===== src/rtl/rps_pkg.sv =====
// Shared types for the rock-paper-scissors match controller:
// one-hot move encodings, result codes, FSM states and a move validity helper.
// Optional feature macro used by the controller: RPS_TIMEOUT_EN.
package rps_pkg;

   localparam logic [2:0] MOVE_PAPER    = 3'b100;
   localparam logic [2:0] MOVE_ROCK     = 3'b010;
   localparam logic [2:0] MOVE_SCISSORS = 3'b001;

   typedef enum logic [1:0] {
      RES_DRAW  = 2'b00,
      RES_A_WIN = 2'b01,
      RES_B_WIN = 2'b10,
      RES_VOID  = 2'b11
   } res_code_e;

   typedef enum logic [2:0] {
      ST_IDLE    = 3'd0,
      ST_COLLECT = 3'd1,
      ST_JUDGE   = 3'd2,
      ST_REPORT  = 3'd3,
      ST_DONE    = 3'd4
   } state_e;

   // A move is legal only when it is exactly one of the three one-hot codes.
   function automatic logic is_legal_move(input logic [2:0] m);
      return (m == MOVE_PAPER) || (m == MOVE_ROCK) || (m == MOVE_SCISSORS);
   endfunction

endpackage


===== src/rtl/rps_match_ctrl_if.sv =====
// Handshake and status bundle between a match host and rps_match_ctrl.
// master = host side (drives start and both move offers), slave = controller.
interface rps_match_ctrl_if;

   logic       start;
   logic       a_valid;
   logic [2:0] a_move;
   logic       a_ready;
   logic       b_valid;
   logic [2:0] b_move;
   logic       b_ready;
   logic       res_valid;
   logic [1:0] res_code;
   logic [2:0] score_a;
   logic [2:0] score_b;
   logic       match_done;
   logic       match_winner;
   logic       busy;

   modport master (
      output start, a_valid, a_move, b_valid, b_move,
      input  a_ready, b_ready, res_valid, res_code, score_a, score_b,
             match_done, match_winner, busy
   );

   modport slave (
      input  start, a_valid, a_move, b_valid, b_move,
      output a_ready, b_ready, res_valid, res_code, score_a, score_b,
             match_done, match_winner, busy
   );

endinterface


===== src/rtl/rps_judge.sv =====
// Combinational round referee: paper beats rock, rock beats scissors,
// scissors beats paper, equal moves draw, any non-one-hot move voids the round.
module rps_judge
   import rps_pkg::*;
(
   input  logic [2:0] a_move,
   input  logic [2:0] b_move,
   output res_code_e  res_code
);

   logic a_beats_b;

   // Classify the pair; the void check takes priority over everything else.
   always_comb begin
      a_beats_b = ((a_move == MOVE_PAPER)    && (b_move == MOVE_ROCK))     ||
                  ((a_move == MOVE_ROCK)     && (b_move == MOVE_SCISSORS)) ||
                  ((a_move == MOVE_SCISSORS) && (b_move == MOVE_PAPER));
      res_code = RES_DRAW;
      if (!is_legal_move(a_move) || !is_legal_move(b_move)) begin
         res_code = RES_VOID;
      end else if (a_move == b_move) begin
         res_code = RES_DRAW;
      end else if (a_beats_b) begin
         res_code = RES_A_WIN;
      end else begin
         res_code = RES_B_WIN;
      end
   end

endmodule


===== src/rtl/rps_match_ctrl.sv =====
// Rock-paper-scissors match controller: collects one move from each player
// per round, judges it, reports the result and tracks the match score up to
// WIN_TARGET round wins.
// Optional feature: define RPS_TIMEOUT_EN to add a per-round move deadline of
// TIMEOUT_CYC cycles (sole submitter wins by forfeit, no submitter voids).
module rps_match_ctrl
   import rps_pkg::*;
#(
   parameter int WIN_TARGET  = 3,
   parameter int TIMEOUT_CYC = 255
)(
   input  logic            clk,
   input  logic            rst,
   rps_match_ctrl_if.slave bus
);

   localparam logic [2:0] WIN_T = 3'(WIN_TARGET);

   state_e     state_q, state_d;
   logic [2:0] a_move_q, a_move_d;
   logic [2:0] b_move_q, b_move_d;
   logic       a_held_q, a_held_d;
   logic       b_held_q, b_held_d;
   logic [2:0] score_a_q, score_a_d;
   logic [2:0] score_b_q, score_b_d;
   res_code_e  res_code_q, res_code_d;
   logic       match_done_q, match_done_d;
   logic       match_winner_q, match_winner_d;

   res_code_e  judge_code;
   res_code_e  round_code;
   logic       timeout_hit;
   logic       a_accept;
   logic       b_accept;

   rps_judge u_judge (
      .a_move   (a_move_q),
      .b_move   (b_move_q),
      .res_code (judge_code)
   );

`ifdef RPS_TIMEOUT_EN
   localparam int CNT_W = (TIMEOUT_CYC > 1) ? $clog2(TIMEOUT_CYC + 1) : 1;

   logic [CNT_W-1:0] tcnt_q, tcnt_d;

   // Count cycles spent in COLLECT; any other state zeroes it, so it restarts on entry.
   always_comb begin
      tcnt_d = '0;
      if (state_q == ST_COLLECT) begin
         tcnt_d = tcnt_q + CNT_W'(1);
      end
   end

   assign timeout_hit = (state_q == ST_COLLECT) && (tcnt_q == CNT_W'(TIMEOUT_CYC - 1));

   // After a deadline a lone submitter wins by forfeit; nobody submitting voids the round.
   always_comb begin
      round_code = judge_code;
      if (!(a_held_q && b_held_q)) begin
         if (a_held_q) begin
            round_code = RES_A_WIN;
         end else if (b_held_q) begin
            round_code = RES_B_WIN;
         end else begin
            round_code = RES_VOID;
         end
      end
   end

   // Deadline counter register.
   always_ff @(posedge clk or posedge rst) begin
      if (rst) begin
         tcnt_q <= '0;
      end else begin
         tcnt_q <= tcnt_d;
      end
   end
`else
   // No deadline: constant false for any legal TIMEOUT_CYC, COLLECT waits for both moves.
   assign timeout_hit = (TIMEOUT_CYC < 0);
   assign round_code  = judge_code;
`endif

   assign a_accept = (state_q == ST_COLLECT) && !a_held_q && bus.a_valid;
   assign b_accept = (state_q == ST_COLLECT) && !b_held_q && bus.b_valid;

   // Next-state and datapath updates for the match FSM.
   always_comb begin
      state_d        = state_q;
      a_move_d       = a_move_q;
      b_move_d       = b_move_q;
      a_held_d       = a_held_q;
      b_held_d       = b_held_q;
      score_a_d      = score_a_q;
      score_b_d      = score_b_q;
      res_code_d     = res_code_q;
      match_done_d   = match_done_q;
      match_winner_d = match_winner_q;

      case (state_q)
         ST_IDLE, ST_DONE: begin
            if (bus.start) begin
               state_d        = ST_COLLECT;
               a_move_d       = '0;
               b_move_d       = '0;
               a_held_d       = 1'b0;
               b_held_d       = 1'b0;
               score_a_d      = '0;
               score_b_d      = '0;
               match_done_d   = 1'b0;
               match_winner_d = 1'b0;
            end
         end
         ST_COLLECT: begin
            if (a_accept) begin
               a_move_d = bus.a_move;
               a_held_d = 1'b1;
            end
            if (b_accept) begin
               b_move_d = bus.b_move;
               b_held_d = 1'b1;
            end
            // Leave only once both latches are already full (or on the deadline).
            if ((a_held_q && b_held_q) || timeout_hit) begin
               state_d = ST_JUDGE;
            end
         end
         ST_JUDGE: begin
            res_code_d = round_code;
            if ((round_code == RES_A_WIN) && (score_a_q < WIN_T)) begin
               score_a_d = score_a_q + 3'd1;
            end
            if ((round_code == RES_B_WIN) && (score_b_q < WIN_T)) begin
               score_b_d = score_b_q + 3'd1;
            end
            state_d = ST_REPORT;
         end
         ST_REPORT: begin
            if ((score_a_q == WIN_T) || (score_b_q == WIN_T)) begin
               state_d        = ST_DONE;
               match_done_d   = 1'b1;
               match_winner_d = (score_b_q == WIN_T);
            end else begin
               state_d  = ST_COLLECT;
               a_held_d = 1'b0;
               b_held_d = 1'b0;
            end
         end
         default: begin
            state_d = ST_IDLE;
         end
      endcase
   end

   // State and datapath registers; reset returns everything to an idle, empty match.
   always_ff @(posedge clk or posedge rst) begin
      if (rst) begin
         state_q        <= ST_IDLE;
         a_move_q       <= '0;
         b_move_q       <= '0;
         a_held_q       <= 1'b0;
         b_held_q       <= 1'b0;
         score_a_q      <= '0;
         score_b_q      <= '0;
         res_code_q     <= RES_DRAW;
         match_done_q   <= 1'b0;
         match_winner_q <= 1'b0;
      end else begin
         state_q        <= state_d;
         a_move_q       <= a_move_d;
         b_move_q       <= b_move_d;
         a_held_q       <= a_held_d;
         b_held_q       <= b_held_d;
         score_a_q      <= score_a_d;
         score_b_q      <= score_b_d;
         res_code_q     <= res_code_d;
         match_done_q   <= match_done_d;
         match_winner_q <= match_winner_d;
      end
   end

   assign bus.a_ready      = (state_q == ST_COLLECT) && !a_held_q;
   assign bus.b_ready      = (state_q == ST_COLLECT) && !b_held_q;
   assign bus.res_valid    = (state_q == ST_REPORT);
   assign bus.res_code     = res_code_q;
   assign bus.score_a      = score_a_q;
   assign bus.score_b      = score_b_q;
   assign bus.match_done   = match_done_q;
   assign bus.match_winner = match_winner_q;
   assign bus.busy         = (state_q != ST_IDLE) && (state_q != ST_DONE);

endmodule


===== src/flat_wrapper.sv =====
// flat-port wrapper written by rule: the top's interface ports become plain ports
module rps_match_ctrl_flat import rps_pkg::*;
#(
   parameter int WIN_TARGET  = 3,
   parameter int TIMEOUT_CYC = 255
)
  (clk, rst, bus_start, bus_a_valid, bus_a_move, bus_b_valid, bus_b_move, bus_a_ready, bus_b_ready, bus_res_valid, bus_res_code, bus_score_a, bus_score_b, bus_match_done, bus_match_winner, bus_busy);
  rps_match_ctrl_if bus_i ();
  input  logic clk;
  input  logic rst;
  input wire logic [$bits(bus_i.start)-1:0] bus_start;
  input wire logic [$bits(bus_i.a_valid)-1:0] bus_a_valid;
  input wire logic [$bits(bus_i.a_move)-1:0] bus_a_move;
  input wire logic [$bits(bus_i.b_valid)-1:0] bus_b_valid;
  input wire logic [$bits(bus_i.b_move)-1:0] bus_b_move;
  output wire logic [$bits(bus_i.a_ready)-1:0] bus_a_ready;
  output wire logic [$bits(bus_i.b_ready)-1:0] bus_b_ready;
  output wire logic [$bits(bus_i.res_valid)-1:0] bus_res_valid;
  output wire logic [$bits(bus_i.res_code)-1:0] bus_res_code;
  output wire logic [$bits(bus_i.score_a)-1:0] bus_score_a;
  output wire logic [$bits(bus_i.score_b)-1:0] bus_score_b;
  output wire logic [$bits(bus_i.match_done)-1:0] bus_match_done;
  output wire logic [$bits(bus_i.match_winner)-1:0] bus_match_winner;
  output wire logic [$bits(bus_i.busy)-1:0] bus_busy;
  assign bus_i.start = bus_start;
  assign bus_i.a_valid = bus_a_valid;
  assign bus_i.a_move = bus_a_move;
  assign bus_i.b_valid = bus_b_valid;
  assign bus_i.b_move = bus_b_move;
  assign bus_a_ready = bus_i.a_ready;
  assign bus_b_ready = bus_i.b_ready;
  assign bus_res_valid = bus_i.res_valid;
  assign bus_res_code = bus_i.res_code;
  assign bus_score_a = bus_i.score_a;
  assign bus_score_b = bus_i.score_b;
  assign bus_match_done = bus_i.match_done;
  assign bus_match_winner = bus_i.match_winner;
  assign bus_busy = bus_i.busy;
  rps_match_ctrl #(.WIN_TARGET(WIN_TARGET), .TIMEOUT_CYC(TIMEOUT_CYC)) u_core (.clk(clk), .rst(rst), .bus(bus_i));
endmodule

===== config.mk =====
export PLATFORM = sky130hd
export DESIGN_NAME = rps_match_ctrl_flat
export DESIGN_NICKNAME = d
export VERILOG_FILES = /design/src/rtl/rps_pkg.sv /design/src/rtl/rps_match_ctrl_if.sv /design/src/rtl/rps_judge.sv /design/src/rtl/rps_match_ctrl.sv /design/src/flat_wrapper.sv
export SDC_FILE = /design/constraint.sdc
export NUM_CORES = 1
export LEC_CHECK = 0
export BUFFER_PORTS_ARGS = -buffer_cell sky130_fd_sc_hd__buf_4
export CAP_MARGIN = 15
export CORE_AREA = 2 2 58 60
export DETAILED_ROUTE_END_ITERATION = 16
export DIE_AREA = 0 0 60 62
export SYNTH_ARGS = -nofsm -noshare
export SYNTH_HDL_FRONTEND = slang
export SYNTH_SLANG_ARGS = --single-unit

===== constraint.sdc =====
create_clock -name clk -period 2.6 [get_ports clk]
set_clock_uncertainty 0.2 [all_clocks]
set_input_delay 0.52 -clock clk [delete_from_list [all_inputs] [get_ports clk]]
set_output_delay 0.52 -clock clk [all_outputs]
set_load 0.05 [all_outputs]

==> results.py, run 1 <==
metrics = {
    "detailed_routing": {
        "routed_wl_um": 2640,
        "first_iter_violations": 51,
        "vias_per_cell": 5.26,
        "drtAntennaViolNets": 0,
        "vias": 1051,
        "dr.pass1.iters": 4,
        "wire_per_inst_um": 13.2,
        "drc": 0,
    },
    "final_layout": {
        "syn_to_final_growth_pct": 16.1,
        "diodes": 0,
        "drive_gt1_share_pct": 28.6,
        "final_common_cell": "buf_4",
        "fin_nets": 170,
        "stdcell_area_sq_um": 1530,
        "final_cell_mix": "buf_4, dfrtp_1, nand2_1",
        "final_cells": 200,
    },
    "synthesis": {
        "synth_edf_count": 0,
        "ys_ff_latch": 21,
        "synth.avg_cell_area_sq_um": 9.77,
        "yosysTopAreaCell": "dfrtp_1",
        "synth_cell_types": 45,
        "synth_ff_type": "dfrtp_1",
        "synth_area_sq_um": 1320,
        "netlist_top_cells_area": "dfrtp_1, a31o_2, ha_1",
        "synthesis.nets": 150,
        "synth_top_cell_area_share_pct": 39.8,
        "async_flop_share_pct": 100,
        "ys_seq_area_share_pct": 39.8,
        "synth_warnings": 0,
        "synthCells": 135,
    },
    "grt": {
        "track_usage_pct": 16.0,
        "grt_max_degree": 22,
        "antenna_found_initial": 0,
        "grt_pass1_vias": 992,
        "grt_pass1_wl_um": 4440,
        "grt_overflow": 0,
    },
    "setup_path": {
        "crit_type": "reg2out",
        "critPathMaxFanout": 7,
        "critPathSlowestCell": "dfrtp_1",
        "path_delay_family": "simple AND/OR/NAND/NOR gates",
        "path_cells": "nand2b_2 -> nor3_1 -> buf_4",
        "slowest_delay_ns": 0.46,
        "critPathCaptureType": "primary output",
        "crit_buf_inv": 1,
        "worstPathRequired_ns": 1.88,
        "arrival_ns": 1.65,
        "start_kind": "flip-flop",
    },
    "timing": {
        "slew_headroom_pct": 45.7,
        "rsz0062_at_grt": "no",
        "post-route-period-util_pct": 91.2,
        "worst_slew_pin_slew_ns": 0.814,
        "maxSlewViolCount": 0,
        "holdWs_ns": 0.154,
        "finalHoldViolations": 0,
        "setup-violations-final": 0,
        "layout_min_cycle_time_ns": 2.37,
        "timing.fmax_mhz": 422,
    },
    "placement": {
        "placed_area_sq_um": 1500,
        "placedCellCount": 196,
        "port-buffer-count": 24,
        "post-dp-hpwl_um": 2000,
        "routabilityCongestion": 0.750,
    },
    "power_and_ir_drop": {
        "p_per_area_nw_per_um2": 985,
        "power_mw": 1.51,
        "switching_share_pct": 48.2,
        "switching_power_uw": 727,
        "ir_worst_vdd_mv": 0.535,
        "pwr-share-seq_pct": 38.3,
        "combinationalPowerShare_pct": 51.0,
        "p_int_uw": 782,
        "power_leakage_nw": 0.698,
        "clkPwrFrac_pct": 10.7,
    },
    "clock_tree": {
        "htreeDepth": 1,
        "cts_num_sinks": 21,
        "hold_buffers": 0,
        "clockBufferDepth": 2,
        "insertion_delay_ns": 0.30,
        "cts_buffers": 3,
        "cts_root_buf": "clkbuf_4",
        "ctsResizeCount": 0,
        "cts_setup_buffers": 0,
        "tritoncts": "yes",
        "clkSlewWorstSetupHoldPaths_ns": 0.13,
    },
    "die": {
        "ioPinCount": 25,
        "rows": 21,
        "die_area_sq_um": 3720,
        "die_y_um": 62,
        "core_region_area_sq_um": 3180,
        "die_x_um": 60,
        "start_util_pct": 41.5,
    },
    "outcome": {
        "status": "finished, final reports clean",
    },
    "flow_run": {
        "cap_viol_max_count": 0,
    },
    "hold_path": {
        "hp-class": "in2async",
    },
}
final timing paths:
check,startpoint,to,slack (ns),cells past startpoint
max,u_core.state_q[2]$_DFFE_PP0P_,bus_a_ready,0.23,3
min,rst,u_core.bus.score_b[1]$_DFFE_PP0P_,0.15,2
max reg2reg,u_core.state_q[1]$_DFFE_PP0P_,u_core.bus.score_a[0]$_DFFE_PP0P_,0.52,4
min reg2reg,u_core.bus.match_done$_DFFE_PP0P_,u_core.bus.match_done$_DFFE_PP0P_,0.30,1
max in group asynchronous,rst,u_core.b_move_q[0]$_DFFE_PP0P_,1.53,2
min in group clk,bus_start,u_core.state_q[2]$_DFFE_PP0P_,0.20,2
flip-flops by register name, summed over array words and instances, names as in the netlist:
signal / cells
u_core.a_held_q: 1
u_core.a_move_q: 3
u_core.b_held_q: 1
u_core.b_move_q: 3
u_core.bus.match_done: 1
u_core.bus.match_winner: 1
u_core.bus.res_code: 2
u_core.bus.score_a: 3
u_core.bus.score_b: 3
u_core.state_q: 3
power groups by stage:
stage                     combinational [mW]  clock, mW  sequential, mW
after floorplan                        0.659          0           0.549
after global placement                 0.757          0           0.575
after detailed placement               0.771          0           0.582
after CTS                              0.774      0.171           0.574
after global routing                   0.845      0.188           0.606
final                                  0.770      0.162           0.578
per-layer routing:
metal  vias up  part of all wire [%]  track usage (%)
met5         -                     0                0
met3         2                   3.6             2.07
met2        23                    46             24.5
met4         0                  0.72             6.35
li1        527                     -                -
met1       499                    50             22.9
synthesized netlist by cell type (all sizes together) (3+ instances only):
| master | instances |
|---|---|
| buf | 8 |
| nand2 | 13 |
| inv | 8 |
| dfrtp | 21 |
| a31o | 6 |
| xnor2 | 3 |
| nand3 | 4 |
| nor3 | 3 |
| mux2i | 4 |
| o21ai | 6 |
| a21oi | 5 |
| nor3b | 3 |
| ha | 4 |
| nor2 | 9 |
| and3 | 7 |
per-stage QoR:
stage	utilization, %	setup TNS (ns)	worst slack, ns
final	48.2	0	0.228
after global routing	48.2	0	0.0185
after CTS	48.0	0	0.146
after detailed placement	47.1	0	0.526
after global placement	47.1	0	0.594
after floorplan	-	-0.436	-0.0727
cell families after synthesis:
family | Yosys count | synth area share, %
xor gates and xnor gates | 5 | 3.32
buffers and inverters | 17 | 6.64
AOI/OAI and AO/OA | 31 | 19.5
muxes | 5 | 3.89
and+or+nand+nor | 52 | 23.0
adders and majority gates | 4 | 3.80
DFF | 21 | 39.8
worst reg2reg max path, stage by stage (launching register included):
cell	delay, ns
dfrtp_1	0.56
nor3b_2	0.38
nand2_1	0.15
a2111oi_4	0.47
mux2i_1	0.24
cell type report:
| cell class | instances | area, sq um |
|---|---|---|
| sequential | 21 | 526 |
| inverter | 8 | 30.0 |
| clock inverter | 1 | 5.00 |
| multi-input combinational | 97 | 711 |
| fill | 319 | 1650 |
| tap | 46 | 57.6 |
| timing repair buffer | 24 | 180 |
| clock buffer | 3 | 22.5 |
(Power assumes the default switching activity.)
==> run 2: changes to the inputs <==
--- a/config.mk
+++ b/config.mk
@@ -5,11 +5,13 @@
 export SDC_FILE = /design/constraint.sdc
 export NUM_CORES = 1
 export LEC_CHECK = 0
+export ABC_AREA = 1
 export BUFFER_PORTS_ARGS = -buffer_cell sky130_fd_sc_hd__buf_4
 export CAP_MARGIN = 15
-export CORE_AREA = 2 2 58 60
+export CORE_AREA = 2 2 55 57
 export DETAILED_ROUTE_END_ITERATION = 16
-export DIE_AREA = 0 0 60 62
+export DIE_AREA = 0 0 57 59
+export PLACE_DENSITY = 0.66
 export SYNTH_ARGS = -nofsm -noshare
 export SYNTH_HDL_FRONTEND = slang
 export SYNTH_SLANG_ARGS = --single-unit
==> results.py, run 2 <==
metrics = {
    "detailed_routing": {
        "dr.pass1.iters": 4,
        "wire_per_inst_um": 11.6,
        "vias": 1055,
        "first_iter_violations": 36,
        "drc": 0,
        "drtAntennaViolNets": 0,
        "vias_per_cell": 4.88,
        "routed_wl_um": 2500,
    },
    "die": {
        "rows": 19,
        "die_area_sq_um": 3360,
        "ioPinCount": 25,
        "die_y_um": 59,
        "core_region_area_sq_um": 2710,
        "die_x_um": 57,
        "start_util_pct": 44.3,
    },
    "synthesis": {
        "yosysMostFrequentCell": "nand2_1",
        "ys_ff_latch": 21,
        "synth_common_cells": "nand2_1, inv_1, dfrtp_1",
        "synth_ff_type": "dfrtp_1",
        "synthesis.nets": 172,
        "async_flop_share_pct": 100,
        "synth_top_cell_area_share_pct": 43.8,
        "synth_area_sq_um": 1200,
        "synthCells": 157,
        "netlist_top_cells_area": "dfrtp_1, nand2_1, inv_1",
        "synth_cell_types": 22,
        "synth_warnings": 0,
        "ys_seq_area_share_pct": 43.8,
        "synth_edf_count": 0,
        "yosysTopAreaCell": "dfrtp_1",
        "synth.avg_cell_area_sq_um": 7.64,
    },
    "outcome": {
        "status": "finished, final reports clean",
    },
    "setup_path": {
        "start_kind": "flip-flop",
        "crit_type": "reg2out",
        "arrival_ns": 1.50,
        "r2r-end": "u_core.b_held_q$_DFFE_PP0P_",
        "reg2reg_depth": 6,
        "worstPathRequired_ns": 1.88,
        "r2r_start": "u_core.bus.score_b[0]$_DFFE_PP0P_",
        "critPathCaptureType": "primary output",
        "critPathMaxFanout": 5,
        "r2r_slack_ns": 0.79,
    },
    "final_layout": {
        "diodes": 0,
        "postLayoutCoreUtil_pct": 53.3,
        "fill_cells": 278,
        "drive_gt1_share_pct": 22.2,
        "final_cell_mix": "nand2_1, inv_1, buf_4",
        "final_common_cell": "nand2_1",
        "syn_to_final_growth_pct": 20.4,
        "fin_nets": 201,
    },
    "timing": {
        "setup-violations-final": 0,
        "layout_min_cycle_time_ns": 2.22,
        "worst_slew_pin_slew_ns": 0.795,
        "slew_headroom_pct": 47.0,
        "final.setup.tns_ns": 0,
        "maxSlewViolCount": 0,
        "finalHoldViolations": 0,
        "rsz0062_at_grt": "no",
        "post-route-period-util_pct": 85.4,
        "timing.fmax_mhz": 450,
    },
    "grt": {
        "grt_overflow": 0,
        "antenna_found_initial": 0,
        "grt_max_degree": 22,
        "track_usage_pct": 15.8,
        "grt_pass1_wl_um": 4230,
        "grt_pass1_vias": 1038,
    },
    "clock_tree": {
        "clkSlewWorstSetupHoldPaths_ns": 0.12,
        "ctsResizeCount": 0,
        "cts_buffers": 3,
        "htreeDepth": 1,
        "tritoncts": "yes",
        "hold_buffers": 0,
        "insertion_delay_ns": 0.30,
        "cts_root_buf": "clkbuf_4",
        "cts_num_sinks": 21,
        "cts_setup_buffers": 0,
        "clockBufferDepth": 2,
    },
    "power_and_ir_drop": {
        "p_per_area_nw_per_um2": 1100,
        "power_mw": 1.59,
        "power_leakage_nw": 0.817,
        "ir_worst_vdd_mv": 0.615,
    },
    "placement": {
        "post-dp-hpwl_um": 1990,
        "port-buffer-count": 24,
        "routabilityCongestion": 0.797,
    },
    "flow_run": {
        "cap_viol_max_count": 0,
    },
    "hold_path": {
        "hp-class": "in2async",
    },
}
## run 2: cell count changes in the layout (fill, tap and decap cells not counted), moves of 3 or more
cell and change:
and3_1 -7, xnor2_1 -3, mux2i_1 -4, nand2_2 +3
a31o_2 -6, nand3_1 +14, nand2_1 +23, nor2_4 +3
inv_1 +22, o21ai_0 +8
## run 2: report_power, final
part | leakage, nW | internal [mW] | switching, mW
logic | 0.532 | 0.286 | 0.615
clock network | 0.0150 | 0.0597 | 0.0978
registers | 0.270 | 0.429 | 0.106
total | 0.817 | 0.775 | 0.819
## run 2: layer usage
metal / share of wire, % / vias to the layer above / GRT usage (%)
li1: - / 548 / -
met1: 45 / 487 / 19.8
met2: 50 / 18 / 28.4
met3: 3.8 / 2 / 2.18
met4: 0.76 / 0 / 4.98
met5: 0 / - / 0
## run 2: kinds of logic (layout without fill, tap and decap cells)
kind of cell    after synthesis  after routing  synth area share, %
xor+xnor                      1              1                0.730
simple gates                 79             79                 32.3
buf+inv                      33             61                 10.3
compound gates               19             19                 8.65
flops                        21             21                 43.8
fa+ha+maj                     4              4                 4.17
## run 2: cell type report
class	instances	area, sq um	share of cell area, %
inverter	33	124	8.57
tap	31	38.8	2.68
clock buffer	4	26.3	1.82
timing repair buffer	24	180	12.5
multi-input combinational	103	551	38.1
sequential	21	526	36.4
## run 2: worst max-delay path by stage
stage               cells past startpoint                          end  slack, ns                              start
floorplan                               6  u_core.a_held_q$_DFFE_PP0P_       0.76  u_core.bus.score_b[0]$_DFFE_PP0P_
finish                                  5                  bus_a_ready       0.38      u_core.state_q[0]$_DFFE_PP0P_
global route                            5                  bus_a_ready       0.29      u_core.state_q[0]$_DFFE_PP0P_
detailed placement                      5                  bus_a_ready       0.72      u_core.state_q[0]$_DFFE_PP0P_
global placement                        5                  bus_a_ready       0.78      u_core.state_q[0]$_DFFE_PP0P_
CTS                                     5                  bus_a_ready       0.37      u_core.state_q[0]$_DFFE_PP0P_
## run 2: worst max-delay path, stage by stage, from the launching register on
cell and delay, ns:
dfrtp_1 0.45, inv_1 0.08, nor2_1 0.16, nand2_2 0.13
nor2_4 0.16, buf_4 0.22
## run 2: metrics by stage
stage / worst slack [ns] / hold slack (ns) / cell area (sq um) / cells
2_1_floorplan: 0.758 / 0.297 / 1200 / 157
3_3_place_gp: 0.776 / 0.308 / 1420 / 212
3_5_place_dp: 0.723 / 0.314 / 1420 / 212
4_1_cts: 0.369 / 0.186 / 1450 / 216
5_1_grt: 0.289 / 0.219 / 1450 / 216
6_report: 0.379 / 0.162 / 1450 / 216
==> run 3: changes to the inputs <==
--- a/config.mk
+++ b/config.mk
@@ -9,6 +9,7 @@
 export BUFFER_PORTS_ARGS = -buffer_cell sky130_fd_sc_hd__buf_4
 export CAP_MARGIN = 15
 export CORE_AREA = 2 2 55 57
+export CTS_BUF_LIST = sky130_fd_sc_hd__clkbuf_2
 export DETAILED_ROUTE_END_ITERATION = 16
 export DIE_AREA = 0 0 57 59
 export PLACE_DENSITY = 0.66
==> results.py, run 3 (synthesis results as in run 2) <==
metrics = {
    "power_and_ir_drop": {
        "p_per_area_nw_per_um2": 1100,
        "power_mw": 1.58,
        "ir_worst_vdd_mv": 0.666,
        "power_leakage_nw": 0.819,
    },
    "grt": {
        "grt-busiest-layer": "met2",
        "met2_usage_pct": 28.7,
        "antenna_found_initial": 0,
        "track_usage_pct": 15.9,
        "grt_max_degree": 22,
        "grt_pass1_wl_um": 4220,
        "grtUsageMet3_pct": 2.18,
        "grt_overflow": 0,
        "grt_pass1_vias": 1042,
        "grt_use_met1_pct": 19.4,
    },
    "detailed_routing": {
        "drtAntennaViolNets": 0,
        "dr.pass1.iters": 4,
        "drc": 0,
        "first_iter_violations": 32,
        "vias_per_cell": 4.93,
        "vias": 1064,
        "wire_per_inst_um": 11.6,
        "routed_wl_um": 2510,
    },
    "final_layout": {
        "final_cells": 216,
        "final_cell_mix": "nand2_1, inv_1, buf_4",
        "diodes": 0,
        "final_common_cell": "nand2_1",
        "fin_nets": 201,
        "syn_to_final_growth_pct": 19.9,
        "drive_gt1_share_pct": 22.7,
    },
    "die": {
        "ioPinCount": 25,
        "die_y_um": 59,
        "die_area_sq_um": 3360,
        "start_util_pct": 44.3,
        "die_x_um": 57,
        "rows": 19,
        "core_region_area_sq_um": 2710,
    },
    "setup_path": {
        "critPathMaxFanout": 5,
        "worstPathRequired_ns": 1.88,
        "crit_type": "reg2out",
        "r2r_slack_ns": 0.80,
        "start_kind": "flip-flop",
        "critPathCaptureType": "primary output",
        "reg2reg_depth": 5,
        "r2r-end": "u_core.bus.match_done$_DFFE_PP0P_",
        "r2r_start": "u_core.state_q[0]$_DFFE_PP0P_",
        "arrival_ns": 1.57,
    },
    "placement": {
        "placedCellCount": 212,
        "routabilityCongestion": 0.797,
        "post-dp-hpwl_um": 1990,
        "port-buffer-count": 24,
    },
    "clock_tree": {
        "ctsResizeCount": 0,
        "insertion_delay_ns": 0.33,
        "hold_buffers": 0,
        "clockBufferDepth": 2,
        "htreeDepth": 1,
        "tritoncts": "yes",
        "cts_buffers": 3,
        "clkSlewWorstSetupHoldPaths_ns": 0.20,
        "cts_setup_buffers": 0,
        "cts_root_buf": "clkbuf_2",
        "cts_num_sinks": 21,
    },
    "timing": {
        "final.setup.tns_ns": 0,
        "slew_headroom_pct": 46.8,
        "finalHoldViolations": 0,
        "rsz0062_at_grt": "no",
        "layout_min_cycle_time_ns": 2.29,
        "worst_slew_pin_slew_ns": 0.798,
        "post-route-period-util_pct": 87.9,
        "setup-violations-final": 0,
        "maxSlewViolCount": 0,
        "timing.fmax_mhz": 438,
    },
    "outcome": {
        "status": "finished, final reports clean",
    },
    "hold_path": {
        "hp-class": "in2async",
    },
    "flow_run": {
        "cap_viol_max_count": 0,
    },
}
## run 3: cell counts in the layout (fill, tap and decap cells not counted)
No cell type changed its count.
## run 3: area by class of cell
class	instances	area [sq um]
Clock buffer	4	20.0
Tap cell	31	38.8
Inverter	33	124
Timing Repair Buffer	24	180
Sequential cell	21	526
Fill cell	281	1270
Multi-Input combinational cell	103	551
## run 3: layer usage
layer	vias up	wire length, um
met1	487	1100
met3	4	124
met4	0	41
met5	-	0
met2	24	1250
li1	549	-
## run 3: worst max-delay path: stages, from the launching register on
cell and delay, ns:
dfrtp_1 0.48, inv_1 0.08, nor2_1 0.16, nand2_2 0.13, nor2_4 0.16, buf_4 0.22
## run 3: report_power, final
| group | switching (mW) | leakage (nW) | internal, mW |
|---|---|---|---|
| clock network | 0.103 | 0.0166 | 0.0407 |
| logic | 0.614 | 0.532 | 0.286 |
| registers | 0.106 | 0.270 | 0.429 |
## run 3: worst max path at each step
stage,from,endpoint,slack (ns),cells after the start
after floorplan,u_core.bus.score_b[0]$_DFFE_PP0P_,u_core.a_held_q$_DFFE_PP0P_,0.76,6
after global placement,u_core.state_q[0]$_DFFE_PP0P_,bus_a_ready,0.78,5
after detailed placement,u_core.state_q[0]$_DFFE_PP0P_,bus_a_ready,0.72,5
after CTS,u_core.state_q[0]$_DFFE_PP0P_,bus_a_ready,0.31,5
after global routing,u_core.state_q[0]$_DFFE_PP0P_,bus_a_ready,0.23,5
final,u_core.state_q[0]$_DFFE_PP0P_,bus_a_ready,0.31,5
## run 3: stage by stage
stage	utilization (%)	worst slack (ns)	cell area, sq um	hold slack (ns)
after floorplan	-	0.758	1200	0.297
after global placement	52.4	0.776	1420	0.308
after CTS	53.1	0.314	1440	0.134
after global routing	53.1	0.228	1440	0.166
after detailed placement	52.4	0.723	1420	0.314
final	53.1	0.315	1440	0.108
